**src/rtl/muldiv_pkg.sv**
```systemverilog
// Shared encodings for the HI/LO multiply/divide unit: op codes, FSM states,
// and the iteration counter sizing helper.
package muldiv_pkg;

    typedef enum logic [1:0] {
        OP_MULTU = 2'b00,
        OP_MULT  = 2'b01,
        OP_DIVU  = 2'b10,
        OP_DIV   = 2'b11
    } op_e;

    typedef enum logic [1:0] {
        S_IDLE  = 2'b00,
        S_RUN   = 2'b01,
        S_FIX   = 2'b10,
        S_WRITE = 2'b11
    } state_e;

    localparam int DEFAULT_WIDTH = 32;

    function automatic int iter_cnt_width(input int iters);
        return (iters > 1) ? $clog2(iters) : 1;
    endfunction

    localparam int ITER_CNT_W = iter_cnt_width(DEFAULT_WIDTH);

endpackage

```
**src/rtl/hi_lo_muldiv_unit_if.sv**
```systemverilog
// Request/result bundle between the execute stage and the mul/div unit;
// result side feeds the HI and LO register write ports directly.
interface hi_lo_muldiv_unit_if #(
    parameter int DATA_WIDTH = 32
);
    logic                  Start;
    logic [1:0]            Op;
    logic [DATA_WIDTH-1:0] OperandA;
    logic [DATA_WIDTH-1:0] OperandB;
    logic                  Busy;
    logic [DATA_WIDTH-1:0] HiOut;
    logic [DATA_WIDTH-1:0] LoOut;
    logic                  HiWriteEnable;
    logic                  LoWriteEnable;
    logic                  DivByZero;

    modport master (
        output Start, Op, OperandA, OperandB,
        input  Busy, HiOut, LoOut, HiWriteEnable, LoWriteEnable, DivByZero
    );

    modport slave (
        input  Start, Op, OperandA, OperandB,
        output Busy, HiOut, LoOut, HiWriteEnable, LoWriteEnable, DivByZero
    );
endinterface

```
**src/rtl/muldiv_step.sv**
```systemverilog
// One radix-2 iteration: LSB-first shift-add for multiply, restoring
// shift-subtract for divide (remainder in the high half, quotient in the low).
module muldiv_step #(
    parameter int DATA_WIDTH = 32
) (
    input  logic                    is_div,
    input  logic [2*DATA_WIDTH-1:0] acc,
    input  logic [DATA_WIDTH-1:0]   operand,
    output logic [2*DATA_WIDTH-1:0] acc_next
);
    logic [DATA_WIDTH:0] sum;
    logic [DATA_WIDTH:0] top;
    logic [DATA_WIDTH:0] diff;

    always_comb begin
        sum      = {1'b0, acc[2*DATA_WIDTH-1:DATA_WIDTH]}
                 + (acc[0] ? {1'b0, operand} : '0);
        top      = acc[2*DATA_WIDTH-1:DATA_WIDTH-1];
        // top < 2*divisor always holds, so the borrow bit alone decides the quotient bit
        diff     = top - {1'b0, operand};
        acc_next = {sum, acc[DATA_WIDTH-1:1]};
        if (is_div) begin
            if (!diff[DATA_WIDTH])
                acc_next = {diff[DATA_WIDTH-1:0], acc[DATA_WIDTH-2:0], 1'b1};
            else
                acc_next = {top[DATA_WIDTH-1:0], acc[DATA_WIDTH-2:0], 1'b0};
        end
    end
endmodule

```
**src/rtl/hi_lo_muldiv_unit.sv**
```systemverilog
// Iterative MULT/MULTU/DIV/DIVU unit writing the HI/LO pair.
// Optional MULDIV_EARLY_OUT_EN: zero-operand multiplies and zero-divisor divides skip to WRITE.
module hi_lo_muldiv_unit
    import muldiv_pkg::*;
#(
    parameter int DATA_WIDTH = 32,
    parameter int ITERATIONS = DATA_WIDTH
) (
    input  logic                Clk,
    input  logic                Reset,
    hi_lo_muldiv_unit_if.slave  bus
);
    localparam int CNT_W = iter_cnt_width(ITERATIONS);
    localparam int W     = DATA_WIDTH;

    state_e            state_q, state_d;
    logic [CNT_W-1:0]  cnt_q;
    logic              is_div_q;
    logic [2*W-1:0]    acc_q, acc_step;
    logic [W-1:0]      opnd_q;
    logic [W-1:0]      a_raw_q;
    logic              neg_res_q, neg_rem_q, dz_q;
    logic [W-1:0]      hi_q, lo_q;

    logic              in_div, a_neg, b_neg;
    logic [W-1:0]      a_mag, b_mag;
    logic [W-1:0]      fix_hi, fix_lo;
    logic [2*W-1:0]    prod_fix;
`ifdef MULDIV_EARLY_OUT_EN
    logic              early;
`endif

    // request decode (sign handling only matters for MULT/DIV)
    always_comb begin
        in_div = bus.Op[1];
        a_neg  = bus.Op[0] & bus.OperandA[W-1];
        b_neg  = bus.Op[0] & bus.OperandB[W-1];
        a_mag  = a_neg ? (~bus.OperandA + 1'b1) : bus.OperandA;
        b_mag  = b_neg ? (~bus.OperandB + 1'b1) : bus.OperandB;
`ifdef MULDIV_EARLY_OUT_EN
        early  = in_div ? (bus.OperandB == '0)
                        : ((bus.OperandA == '0) || (bus.OperandB == '0));
`endif
    end

    muldiv_step #(.DATA_WIDTH(W)) u_step (
        .is_div   (is_div_q),
        .acc      (acc_q),
        .operand  (opnd_q),
        .acc_next (acc_step)
    );

    always_comb begin
        prod_fix = neg_res_q ? (~acc_q + 1'b1) : acc_q;
        if (!is_div_q) begin
            fix_hi = prod_fix[2*W-1:W];
            fix_lo = prod_fix[W-1:0];
        end else if (dz_q) begin
            fix_hi = a_raw_q;
            fix_lo = '1;
        end else begin
            fix_hi = neg_rem_q ? (~acc_q[2*W-1:W] + 1'b1) : acc_q[2*W-1:W];
            fix_lo = neg_res_q ? (~acc_q[W-1:0] + 1'b1)   : acc_q[W-1:0];
        end
    end

    always_ff @(posedge Clk or posedge Reset) begin
        if (Reset) state_q <= S_IDLE;
        else       state_q <= state_d;
    end

    always_comb begin
        state_d = state_q;
        case (state_q)
            S_IDLE: begin
                if (bus.Start) begin
                    state_d = S_RUN;
`ifdef MULDIV_EARLY_OUT_EN
                    if (early) state_d = S_WRITE;
`endif
                end
            end
            S_RUN:   if (cnt_q == CNT_W'(ITERATIONS-1)) state_d = S_FIX;
            S_FIX:   state_d = S_WRITE;
            S_WRITE: state_d = S_IDLE;
            default: state_d = S_IDLE;
        endcase
    end

    always_ff @(posedge Clk or posedge Reset) begin
        if (Reset) begin
            cnt_q     <= '0;
            is_div_q  <= 1'b0;
            acc_q     <= '0;
            opnd_q    <= '0;
            a_raw_q   <= '0;
            neg_res_q <= 1'b0;
            neg_rem_q <= 1'b0;
            dz_q      <= 1'b0;
            hi_q      <= '0;
            lo_q      <= '0;
        end else begin
            case (state_q)
                S_IDLE: begin
                    if (bus.Start) begin
                        cnt_q     <= '0;
                        is_div_q  <= in_div;
                        acc_q     <= in_div ? {{W{1'b0}}, a_mag} : {{W{1'b0}}, b_mag};
                        opnd_q    <= in_div ? b_mag : a_mag;
                        a_raw_q   <= bus.OperandA;
                        neg_res_q <= a_neg ^ b_neg;
                        neg_rem_q <= in_div & a_neg;
                        dz_q      <= in_div & (bus.OperandB == '0);
`ifdef MULDIV_EARLY_OUT_EN
                        if (early) begin
                            hi_q <= in_div ? bus.OperandA : '0;
                            lo_q <= in_div ? '1 : '0;
                        end
`endif
                    end
                end
                S_RUN: begin
                    acc_q <= acc_step;
                    cnt_q <= cnt_q + 1'b1;
                end
                S_FIX: begin
                    hi_q <= fix_hi;
                    lo_q <= fix_lo;
                end
                default: ;
            endcase
        end
    end

    assign bus.Busy          = (state_q != S_IDLE);
    assign bus.HiWriteEnable = (state_q == S_WRITE);
    assign bus.LoWriteEnable = (state_q == S_WRITE);
    assign bus.DivByZero     = (state_q == S_WRITE) & dz_q;
    assign bus.HiOut         = hi_q;
    assign bus.LoOut         = lo_q;
endmodule

```
**src/flat_wrapper.sv**
```systemverilog
// flat-port wrapper written by rule: the top's interface ports become plain ports
module hi_lo_muldiv_unit_flat import muldiv_pkg::*;
#(
    parameter int DATA_WIDTH = 32,
    parameter int ITERATIONS = DATA_WIDTH
)
  (Clk, Reset, bus_Start, bus_Op, bus_OperandA, bus_OperandB, bus_Busy, bus_HiOut, bus_LoOut, bus_HiWriteEnable, bus_LoWriteEnable, bus_DivByZero);
  hi_lo_muldiv_unit_if #(.DATA_WIDTH(DATA_WIDTH)) bus_i ();
  input  logic Clk;
  input  logic Reset;
  input wire logic [$bits(bus_i.Start)-1:0] bus_Start;
  input wire logic [$bits(bus_i.Op)-1:0] bus_Op;
  input wire logic [$bits(bus_i.OperandA)-1:0] bus_OperandA;
  input wire logic [$bits(bus_i.OperandB)-1:0] bus_OperandB;
  output wire logic [$bits(bus_i.Busy)-1:0] bus_Busy;
  output wire logic [$bits(bus_i.HiOut)-1:0] bus_HiOut;
  output wire logic [$bits(bus_i.LoOut)-1:0] bus_LoOut;
  output wire logic [$bits(bus_i.HiWriteEnable)-1:0] bus_HiWriteEnable;
  output wire logic [$bits(bus_i.LoWriteEnable)-1:0] bus_LoWriteEnable;
  output wire logic [$bits(bus_i.DivByZero)-1:0] bus_DivByZero;
  assign bus_i.Start = bus_Start;
  assign bus_i.Op = bus_Op;
  assign bus_i.OperandA = bus_OperandA;
  assign bus_i.OperandB = bus_OperandB;
  assign bus_Busy = bus_i.Busy;
  assign bus_HiOut = bus_i.HiOut;
  assign bus_LoOut = bus_i.LoOut;
  assign bus_HiWriteEnable = bus_i.HiWriteEnable;
  assign bus_LoWriteEnable = bus_i.LoWriteEnable;
  assign bus_DivByZero = bus_i.DivByZero;
  hi_lo_muldiv_unit #(.DATA_WIDTH(DATA_WIDTH), .ITERATIONS(ITERATIONS)) u_core (.Clk(Clk), .Reset(Reset), .bus(bus_i));
endmodule
```
**config.mk**
```make
export PLATFORM = sky130hd
export DESIGN_NAME = hi_lo_muldiv_unit_flat
export DESIGN_NICKNAME = d
export VERILOG_FILES = /design/src/rtl/muldiv_pkg.sv /design/src/rtl/hi_lo_muldiv_unit_if.sv /design/src/rtl/muldiv_step.sv /design/src/rtl/hi_lo_muldiv_unit.sv /design/src/flat_wrapper.sv
export SDC_FILE = /design/constraint.sdc
export NUM_CORES = 1
export LEC_CHECK = 0
export ABC_AREA = 1
export ABC_CLOCK_PERIOD_IN_PS = 6000
export CAP_MARGIN = 20
export CORE_ASPECT_RATIO = 1.4
export CORE_MARGIN = 4
export CORE_UTILIZATION = 40
export CTS_CLUSTER_SIZE = 30
export DETAILED_ROUTE_END_ITERATION = 6
export GPL_ROUTABILITY_DRIVEN = 1
export GPL_TIMING_DRIVEN = 0
export PLACE_DENSITY = 0.6
export RECOVER_POWER = 50
export SLEW_MARGIN = 20
export SYNTH_ARGS = -nofsm -noshare
export SYNTH_HDL_FRONTEND = slang
export SYNTH_HIERARCHICAL = 1
export SYNTH_SLANG_ARGS = --single-unit
```
**constraint.sdc**
```tcl
create_clock -name Clk -period 6 [get_ports Clk]
set_input_delay 0.9 -clock Clk [delete_from_list [all_inputs] [get_ports Clk]]
set_output_delay 0.9 -clock Clk [all_outputs]
set_load 0.02 [all_outputs]
```
==> results.sh <==
export IMPL_post_cts_setup_buffer_count=0
export IMPL_cts_root_buf="clkbuf_16"
export IMPL_pin_count=137
export IMPL_slew_headroom_pct=-24.4
export IMPL_cp_slowest_cell="clkbuf_1"
export IMPL_synth_nets=3550
export IMPL_synthFlopType="dfrtp_1"
export IMPL_critPathKind="register to register"
export IMPL_r2r_slack_ps=2020
export IMPL_critPathLaunchType="register"
export IMPL_vias=23500
export IMPL_grt_pass1_vias=22800
export IMPL_clk_pin_slew_ps=60
export IMPL_hold_viol=0
export IMPL_hp_class="register to register"
export IMPL_post_drt_wl_per_cell_um=22.8
export IMPL_ant_nets=0
export IMPL_synth_edff_count=0
export IMPL_cp_arrival_ps=4380
export IMPL_io_buffer_count=136
export IMPL_finalSetupTns_ps=0
export IMPL_row_count=97
export IMPL_fin_util_pct=46.3
export IMPL_avgSynthCellArea_um2=5.93
export IMPL_syn_area_um2=20200
export IMPL_synthTopCellsByCount="1,084 x nand2_1, 413 x inv_1, 413 x nand3_1"
export IMPL_fin_total_pwr_mw=14.1
export IMPL_p_per_area_nw_per_um2=607
export IMPL_cts_sinks=203
export IMPL_worst_endpoint_required_ps=6400
export IMPL_grt_max_degree=35
export IMPL_fin_crit_sh_pct=66.3
export IMPL_nets=3716
export IMPL_postSynth_asyncResetShare_pct=100
export IMPL_maxCapViolCount=2
export IMPL_worstRegToRegCells=19
export IMPL_drtIter0Drc=2261
export IMPL_violations="DRC, capacitance limit, slew limit"
export IMPL_cts_tree="done"
export IMPL_cpMostUsedCell="nand2_1"
export IMPL_clock_latency_ps=550
export IMPL_areaGrowthSynthToFinish_pct=14.5
export IMPL_synth_top_cell_area_share_pct=25.1
export IMPL_numCtsBuffers=22
export IMPL_fmax_mhz=251
export IMPL_fillers=5648
export IMPL_r2r_end="u_core/acc_q[59]$_DFFE_PP0P_"
export IMPL_yosys_area_top_type="dfrtp_1"
export IMPL_vias_per_cell=5.57
export IMPL_grt_pass1_wl_um=142000
export IMPL_holdBufCountCts=0
export IMPL_status="finished, violations left"
export IMPL_setup_violations=0
export IMPL_cts_htree_levels=1
export IMPL_cts_path_max_buffers=3
export IMPL_cts_resized_gates=0
export IMPL_die_area_um2=54200
export IMPL_synth_seq_cells=203
export IMPL_tightest_slew_ps=1870
export IMPL_skew_ps=31.9
export IMPL_crit_chain="clkbuf_1, clkbuf_1, nand2_1, inv_1, ha_1, fa_1, nand3_1, nand2_1, nand2_1, o211ai_1, nand2_1, nand2_1, nand2_1, nand2_1, nand2_1, nand3_1, nand2_1, nand3_1, o21ai_0"
export IMPL_rsz0062_at_grt="no"
export IMPL_antenna_found_initial=1
export IMPL_gp_congestion=1.05
export IMPL_ir_drop_v=0.000318
export IMPL_dp_hpwl_um=80300
export IMPL_min_period_ps=3980
export IMPL_syn_inst=3405
export IMPL_drc_errors=17
export IMPL_cp_startpoint="u_core/acc_q[0]$_DFFE_PP0P_"
export IMPL_chipHeight_um=274
export IMPL_crit_path_max_incr_delay_ps=600
export IMPL_synth_most_common_cell="nand2_1"
export IMPL_seq_area_frac_synth_pct=25.1
export IMPL_wl_um=96700
export IMPL_p_leak_nw=11.7
export IMPL_finalMaxSlewViolations=67
export IMPL_post_synth_num_cell_types=56
export IMPL_coreArea_um2=50000
export IMPL_synth_area_leaders="dfrtp_1 25%, nand2_1 20%, nand3_1 10%, inv_1 7.7%, nor2_1 7.4%"
export IMPL_layout_drive_gt1_share_pct=5.30
export IMPL_grt_total_usage_pct=34.9
export IMPL_critPathCaptureType="register"
export IMPL_first_pass_iters=7
export IMPL_worstReg2RegStart="u_core/acc_q[0]$_DFFE_PP0P_"
export IMPL_crit_end="u_core/acc_q[59]$_DFFE_PP0P_"
export IMPL_grt_overflow=0
export IMPL_yosysWarningCount=6
export IMPL_die_width_um=198
export IMPL_cp_max_fo=10
export IMPL_initial_core_util_pct=40.4
[cell type report]
cell class / instances / area (µm²) / share of cell area [%]
antenna: 1 / 2.50 / 0.0108
buffer: 115 / 536 / 2.31
clock buffer: 34 / 636 / 2.75
clock inverter: 5 / 65.1 / 0.281
inverter: 423 / 1590 / 6.87
multi-input combinational: 2664 / 13000 / 56.1
sequential: 203 / 5080 / 22.0
tap: 643 / 805 / 3.48
timing repair buffer: 142 / 1450 / 6.26
[power by group]
part / internal [mW] / switching [mW]
registers: 2.01 / 1.08
clock network: 0.774 / 0.592
logic: 3.11 / 6.50
total: 5.89 / 8.17
[metrics by stage]
step                      hold slack, ps  instance area (µm²)  setup slack, ps  instances
after detailed placement             468                22500             2180       4190
final                                474                23100             2020       4230
after global placement               469                22400              730       4184
after CTS                            481                23200             2150       4229
after global routing                 511                23100             1800       4229
after floorplan                      448                20200             2470       3405
[cell families after synthesis]
family                   Yosys count  share of synthesized area, %
AND/OR/NAND/NOR                 2070                          44.0
XOR/XNOR                          56                          2.43
buffers and inverters            538                          10.5
adder cells (fa/ha/maj)           76                          4.78
AO/OA/AOI/OAI                    455                          12.8
flip-flops                       203                          25.1
multiplexers                       7                         0.390
[critical path, delay by kind of cell (launching register included)]
family                     cells  cell delay (ps)
AOI/OAI and AO/OA              2              280
adders and majority gates      2              580
buffers and inverters          3             1230
DFF                            1              430
and+or+nand+nor               12             1300
[registers in the layout (all words and copies together), names as in the netlist, 2 cells and up]
signal	count
u_core/bus.LoOut	32
u_core/acc_q	64
u_core/opnd_q	32
u_core/cnt_q	5
u_core/state_q	2
u_core/bus.HiOut	32
u_core/a_raw_q	32
[placed cells by master (no fill, tap or decap), types with 9 or more instances in the layout]
cell             count
nand2_1           1084
nand3_1            413
inv_1              412
nor2_1             399
dfrtp_1            203
o21ai_0            185
a21oi_1            158
clkdlybuf4s50_1    134
clkbuf_1            80
ha_1                74
xor2_1              47
nand2_2             39
nand4_1             28
o211ai_1            26
buf_2               24
clkbuf_16           22
nor2_2              22
nand3b_1            22
nor3_1              17
a31oi_1             15
or2_2               13
o221ai_1            13
o21bai_1            13
buf_1               10
o22ai_1              9
o21ai_1              9
xnor2_1              9
[how the worst min path moves through the flow]
| stage | slack (ps) | endpoint | startpoint | depth (start not counted) |
|---|---|---|---|---|
| detailed placement | 470 | u_core/bus.HiOut[23]$_DFFE_PP0P_ | u_core/bus.HiOut[23]$_DFFE_PP0P_ | 2 |
| finish | 470 | u_core/bus.HiOut[24]$_DFFE_PP0P_ | u_core/bus.HiOut[24]$_DFFE_PP0P_ | 2 |
| floorplan | 450 | u_core/a_raw_q[2]$_DFFE_PP0P_ | u_core/a_raw_q[2]$_DFFE_PP0P_ | 2 |
| global route | 510 | u_core/bus.HiOut[0]$_DFFE_PP0P_ | u_core/bus.HiOut[0]$_DFFE_PP0P_ | 2 |
| CTS | 480 | u_core/bus.HiOut[24]$_DFFE_PP0P_ | u_core/bus.HiOut[24]$_DFFE_PP0P_ | 2 |
| global placement | 470 | u_core/bus.HiOut[24]$_DFFE_PP0P_ | u_core/bus.HiOut[24]$_DFFE_PP0P_ | 2 |
[metal layers]
metal	wire (µm)	vias to the layer above	GRT usage, %
met4	9290	0	25.7
met5	0	-	0
met3	6780	318	4.08
met2	44800	1107	58.4
li1	-	11300	-
met1	35800	10800	40.8
(Power assumes the default switching activity.)
